### src/rtl/busca_instrucao.sv
// Instruction fetch/sequencer: fetches instruction (and LDI immediate) words over a
// req/valid handshake and steps the control unit through four execution cycles.
module busca_instrucao #(
  parameter int unsigned        ADDR_W   = 8,
  parameter logic [ADDR_W-1:0]  RESET_PC = '0
) (
  input  logic              clk,
  input  logic              resetn,
  input  logic              run,
  output logic [ADDR_W-1:0] mem_addr,
  output logic              mem_req,
  input  logic              mem_valid,
  input  logic [8:0]        mem_data,
  output logic [8:0]        instr,
  output logic [1:0]        cont,
  output logic [8:0]        immediate,
  output logic              exec_valid,
  output logic              halted,
  output logic [ADDR_W-1:0] pc
);

  localparam logic [2:0] S_IDLE  = 3'd0;
  localparam logic [2:0] S_FETCH = 3'd1;
  localparam logic [2:0] S_IMM   = 3'd2;
  localparam logic [2:0] S_EXEC  = 3'd3;
  localparam logic [2:0] S_HALT  = 3'd4;

  localparam logic [2:0] OP_LDI = 3'b101;
  localparam logic [2:0] OP_HLT = 3'b110;

  logic [2:0]        state_q, state_d;
  logic [ADDR_W-1:0] pc_d;
  logic [8:0]        instr_d, imm_d;
  logic [1:0]        cont_d;
  logic              mem_req_d, exec_valid_d, halted_d;

  // The address bus is the registered pc itself; no memory-side path reaches an output.
  assign mem_addr = pc;

  always_ff @(posedge clk or posedge resetn) begin
    if (resetn) begin
      state_q    <= S_IDLE;
      pc         <= RESET_PC;
      instr      <= '0;
      immediate  <= '0;
      cont       <= 2'd0;
      mem_req    <= 1'b0;
      exec_valid <= 1'b0;
      halted     <= 1'b0;
    end else begin
      state_q    <= state_d;
      pc         <= pc_d;
      instr      <= instr_d;
      immediate  <= imm_d;
      cont       <= cont_d;
      mem_req    <= mem_req_d;
      exec_valid <= exec_valid_d;
      halted     <= halted_d;
    end
  end

  // Next-state logic; status outputs are registered from the next state.
  always_comb begin
    state_d = state_q;
    pc_d    = pc;
    instr_d = instr;
    imm_d   = immediate;
    cont_d  = 2'd0;

    case (state_q)
      S_IDLE: begin
        if (run) state_d = S_FETCH;
      end
      S_FETCH: begin
        if (mem_valid) begin
          instr_d = mem_data;
          pc_d    = pc + ADDR_W'(1);
          case (mem_data[8:6])
            OP_LDI:  state_d = S_IMM;
            OP_HLT:  state_d = S_HALT;
            default: state_d = S_EXEC;
          endcase
        end
      end
      S_IMM: begin
        if (mem_valid) begin
          imm_d   = mem_data;
          pc_d    = pc + ADDR_W'(1);
          state_d = S_EXEC;
        end
      end
      S_EXEC: begin
        // run is only honoured at the instruction boundary (last step).
        if (cont == 2'd3) state_d = run ? S_FETCH : S_IDLE;
        else              cont_d  = cont + 2'd1;
      end
      S_HALT: begin
        state_d = S_HALT;
      end
      default: state_d = S_IDLE;
    endcase

    mem_req_d    = (state_d == S_FETCH) || (state_d == S_IMM);
    exec_valid_d = (state_d == S_EXEC);
    halted_d     = (state_d == S_HALT);
  end

endmodule
### config.mk
export PLATFORM = sky130hd
export DESIGN_NAME = busca_instrucao
export DESIGN_NICKNAME = d
export VERILOG_FILES = /design/src/rtl/busca_instrucao.sv
export SDC_FILE = /design/constraint.sdc
export NUM_CORES = 1
export LEC_CHECK = 0
export ABC_AREA = 1
export CAP_MARGIN = 10
export CORE_MARGIN = 3
export CORE_UTILIZATION = 49
export DETAILED_ROUTE_END_ITERATION = 10
export PLACE_DENSITY = 0.85
export SYNTH_ARGS = -nofsm -noshare
export SYNTH_HDL_FRONTEND = slang
export SYNTH_SLANG_ARGS = --single-unit
### constraint.sdc
create_clock -name clk -period 3.5 [get_ports clk]
set_input_delay 1.05 -clock clk [delete_from_list [all_inputs] [get_ports clk]]
set_output_delay 1.05 -clock clk [all_outputs]
set_load 0.05 [all_outputs]
==> qor.yml <==
clock_network:
  cts_setup_buffers: 0
  ctsHoldBuffers: 0
  htreeDepth: 2
  clockRootBuffer: "clkbuf_4"
  cts_sinks: 34
  cts_buffers: 5
  cts_buffer_depth: 2
  path_clk_slew_ps: 110
  cts_tree: "yes"
  cts-resized-gates: 0
  insertion_delay_ps: 330
critical_path:
  path_buf_inv: 1
  worstReg2RegStart: "state_q[2]"
  crit_path_start_kind: "register"
  rrSetupSlack_ps: 1850
  crit_fanout: 5
  r2r_end: "mem_addr[3]"
  critPathRequiredTime_ps: 2450
  crit_family: "buffers and inverters"
  critPathKind: "reg2out"
  slowest_stage: "clkdlybuf4s50_1"
  path_cells: "clkdlybuf4s50_1"
  cp_data_arrival_time_ps: 1650
  critPathMaxStageDelay_ps: 850
  cp-end-kind: "primary output"
  crit_cells: 1
  rr_worst_depth: 5
global_routing:
  grt_pass1_vias: 1249
  grt_overflow: 0
  grt_max_degree: 35
  grt_pass1_wl_um: 5382
  grt_usage: 0.1716
  antenna_found_initial: 0
placed_design:
  place_inst: 265
  port_buffers: 51
  place_hpwl_um: 2342
  gp_congestion: 0.8494
synth:
  synth_largest_area_cell: "dfrtp_1"
  synth_cell_type_count: 23
  synth_area_um2: 1588
  yosys.area.top_type_share: 0.5359
  ys_seq_area_frac: 0.5359
  synthTopCellsByArea: "dfrtp_1 54%, nand2_1 13%, o21ai_0 6.3%"
  ys_ff_latch: 34
  synth_cells: 181
  yosysWarnings: 0
  syn_nets: 196
  avgSynthCellArea_um2: 8.772
detailed_routing:
  drt_wl_total_um: 3064
  dr_total_vias: 1272
  drt-wirelength-per-cell_um: 11.22
  ant_nets: 0
  drc: 0
  viasPerCell: 4.659
  firstDrtPassIters: 4
  drt_iter0_drc: 58
floorplan:
  die_h_um: 62.93
  die_width_um: 62.93
  die_area_um2: 3960
  start_util: 0.5159
  boundaryPins: 52
  row_count: 20
  core_um2: 3078
timing:
  fin_worst_skew_ps: 12.52
  fin_crit_sh: 0.7702
  max_freq_mhz: 371.0
  final_max_slew_viol_count: 0
  post-route-min-period_ps: 2696
  finalSetupViolations: 0
  rsz0062_at_grt: "no"
  hold_viol: 0
  relSlewSlack: 0.6023
  whs_ps: 461.0
  worst_slew_pin_slew_ps: 595.0
  tns_ps: 0
cells_and_area:
  nNetsFinal: 243
  final_cell_mix: "54 x nand2_1, 51 x clkdlybuf4s50_1, 34 x dfrtp_1, 22 x inv_1, 20 x o21ai_0"
  n_antenna_cell: 0
  drive_gt1_frac: 0.07860
  fin_cells: 273
  final_common_cell: "nand2_1"
  area_delta_synth_final_pct: 34.75
min_path:
  hp-class: "reg2reg"
  min_to: "cont[0]"
  holdPathStages: 1
  min_from: "cont[0]"
run_status:
  status: "completed"
flow_run:
  drv_cap: 0
cell families after synthesis:
kind of cell               Yosys count  share of synthesized area
DFF                                 34                     0.5359
buffers and inverters               37                     0.1221
AOI/OAI and AO/OA                   24                    0.07565
adders and majority gates            2                    0.01576
xor gates and xnor gates             6                    0.03783
and+or+nand+nor                     78                     0.2128
sequential cells by signal (all words and copies together) (netlist names):
name        count
state_q         3
cont            2
mem_addr        8
mem_req         1
instr           9
immediate       9
exec_valid      1
halted          1
synth_stat cells, drive strengths merged:
cell	n
inv	25
nor2	13
o21ai	22
clkbuf	2
nor3	2
buf	10
nand3	6
nand4	1
ha	2
a21oi	2
xnor2	4
nand2	56
xor2	2
dfrtp	34
layout make-up:
type                            instances  area, um2
Timing Repair Buffer                   52      518.0
Inverter                               25      93.84
Fill cell                             241      938.4
Multi-Input combinational cell        110      543.0
Tap cell                               44      55.05
Clock buffer                            8      78.83
Sequential cell                        34      850.8
layer usage:
layer / share of wire / track usage
met2: 0.52 / 0.2951
met4: 0.019 / 0.09091
met3: 0.053 / 0.03777
met1: 0.41 / 0.1977
met5: 0 / 0
how the worst max path moves through the flow:
| stage | startpoint | to |
|---|---|---|
| finish | mem_addr[2] | mem_addr[2] |
| global route | mem_addr[0] | pc[0] |
| global placement | mem_valid | mem_addr[3] |
| detailed placement | mem_valid | mem_addr[3] |
| floorplan | mem_addr[2] | pc[2] |
| CTS | mem_addr[2] | mem_addr[2] |
through the flow:
stage / setup slack [ps] / util / instance area (um2)
floorplan: 1464 / - / 1588
global placement: 760.2 / 0.6695 / 2061
detailed placement: 725.1 / 0.6695 / 2061
CTS: 780.8 / 0.6951 / 2140
global route: 722.8 / 0.6951 / 2140
finish: 804.2 / 0.6951 / 2140
Power is left out: the tool's default activity adds up to more than one toggle a clock period on the data nets, which glitch-free logic cannot reach.
==> variant, RTL diff (same settings) <==
The parameter `ADDR_W` goes from 8 to 7.
--- a/src/rtl/busca_instrucao.sv
+++ b/src/rtl/busca_instrucao.sv
@@ -1,7 +1,7 @@
 // Instruction fetch/sequencer: fetches instruction (and LDI immediate) words over a
 // req/valid handshake and steps the control unit through four execution cycles.
 module busca_instrucao #(
-  parameter int unsigned        ADDR_W   = 8,
+  parameter int unsigned        ADDR_W   = 7,
   parameter logic [ADDR_W-1:0]  RESET_PC = '0
 ) (
   input  logic              clk,
Ports: changed (resized mem_addr and pc); port bits go from 52 to 50. No check against the original RTL was run, so the function may have changed too.
==> variant against the original RTL <==
- setup slack got worse by 0.063 ns
- via count fell by 4.6%
- sequential cell count fell by 1
- fmax fell by 2.3%
- design area fell by 2.2%
- area after synthesis fell by 1.7%
- wire length rose by 3.8%
- clock skew rose by 0.0086 ns
- critical endpoint is now pc[3]
- largest cell class unchanged
- highest routed layer unchanged
==> variant: results (changes against the original RTL) <==
Status -> completed
Post-synth EDFFs -> 0 (unchanged)
Delay-heaviest family, CP -> buffers and inverters
Placed instance area -> 2040 µm² (-1.2%)
Share of cells above drive strength 1 -> 14.2% (+6.3 points)
CP Data Arrival Time -> 1.71 ns (+0.06 ns)
HPWL Detailed -> 2.39 mm (+2.1%)
Endpoint, Worst Hold -> cont[0]
Top post-synthesis cells by count -> 46 x nand2_1, 33 x dfrtp_1, 18 x inv_1, 11 x o21ai_1, 9 x o21ai_2
Root Driver -> clkbuf_4
Yosys cell types -> 25 (+8.7%)
Vias in the first global route -> 1180 (-5.5%)
Setup Skew -> 0.0211 ns (+0.00858 ns)
Synth Area per Inst -> 9.51 µm² (+8.5%)
Final instance area -> 2090 µm² (-2.2%)
Final net count -> 226 (-7.0%)
Worst r2r path cells -> 6 (+1)
First-pass GRT wire length -> 5.46 mm (+1.4%)
Postcts setup bufs -> 0 (unchanged)
GR Util All Layers -> 18.0% (+0.86 points)
YS warnings -> 0 (unchanged)
Initial antenna violation count -> 0 (unchanged)
# H-tree levels -> 2 (unchanged)
Buffers added on ports -> 49 (-3.9%)
Main synth FF type -> dfrtp_1
Peak VDD IR -> 635 µV
HP Class -> reg -> reg
FFs w/ async S/R, synth -> 100% (unchanged)
Drt first-iter violations -> 32 (-45%)
Largest net degree at the start of global routing -> 34 (-2.9%)
R2R Setup Slk -> 2.06 ns (+0.21 ns)
DR WL/cell -> 12.5 µm (+12%)
Max stage delay cell, worst path -> clkdlybuf4s50_1
Post-Place Cells -> 246 (-7.2%)
Routed WL -> 3.18 mm (+3.8%)
Crit Path Max Fanout -> 6 (+1)
N_diodes -> 0 (unchanged)
GPL Wtd Cong -> 0.808 (-4.8%)
Clk slew on worst S/H paths -> 0.11 ns (about the same)
Pre-CTS setup slack -> 0.854 ns (+0.129 ns)
Vias per std cell -> 4.78 (+2.5%)
Hold Slack -> 0.471 ns (+0.0100 ns)
Reg2reg start -> state_q[1]
Reg-to-reg endpoint -> mem_addr[3]
Antenna-violating nets left -> 0 (unchanged)
Filler cells -> 232 (-3.7%)
Dominant cells by area after synthesis -> dfrtp_1 53%, nand2_1 11%, o21ai_2 5.1%, inv_1 4.3%, o21ai_1 3.5%
Synthesized Nets -> 179 (-8.7%)
Hold Path Origin -> cont[0]
Worst-Skew Late Latency -> 0.35 ns (+0.02 ns)
Post-synthesis sequential area ratio -> 52.9% (-0.66 points)
Rel. slew slack -> 65.4% (+5.1 points)
## variant: cell count changes after synthesis, moves of 3 or more
cell	before	now
xnor2_1	3	0
nand2_1	54	46
o21ai_1	2	11
o21ai_2	0	9
nand3b_1	0	3
o21ai_0	20	1
nor2_1	11	6
inv_1	22	18
## variant: worst max-delay path by stage
stage / startpoint / end / slack [ns] / depth (start not counted)
final: mem_addr[3] / pc[3] / 0.74 / 1
after global routing: mem_addr[3] / mem_addr[3] / 0.69 / 1
after CTS: mem_addr[3] / pc[3] / 0.72 / 1
after detailed placement: mem_valid / mem_addr[3] / 0.85 / 7
after global placement: mem_valid / mem_addr[2] / 0.92 / 7
after floorplan: mem_addr[3] / pc[3] / 1.45 / 1
## variant: where the power goes
group          switching (mW)  leakage, nW  internal (mW)
Combinational           0.921        0.576          0.446
Sequential              0.124        0.414          0.538
Clock                   0.137       0.0310         0.0757
Total                    1.18         1.02           1.06
## variant: layout make-up
cell class,count,share of cell area [%]
Clock buffer,5,1.79
Clock inverter,3,0.837
Timing Repair Buffer,50,23.8
Inverter,20,3.59
Multi-Input combinational cell,101,28.0
Tap cell,42,2.51
Sequential cell,33,39.5
## variant: cell families (layout without fill, tap and decap cells)
logic type	after synthesis	count (layout)	share of synthesized area (%)
buffers and inverters	30	78	9.54
adder cells (fa/ha/maj)	2	2	1.60
AND/OR/NAND/NOR	74	74	23.8
XOR/XNOR	4	4	3.21
AO/OA/AOI/OAI	21	21	8.90
flip-flops	33	33	52.9
## variant: layer usage
layer / GRT usage [%] / wire (µm) / vias to the layer above
met5: 0 / 0 / -
met2: 31.4 / 1720 / 36
met4: 9.64 / 79 / 0
met1: 19.9 / 1220 / 560
li1: - / - / 607
met3: 4.86 / 161 / 10
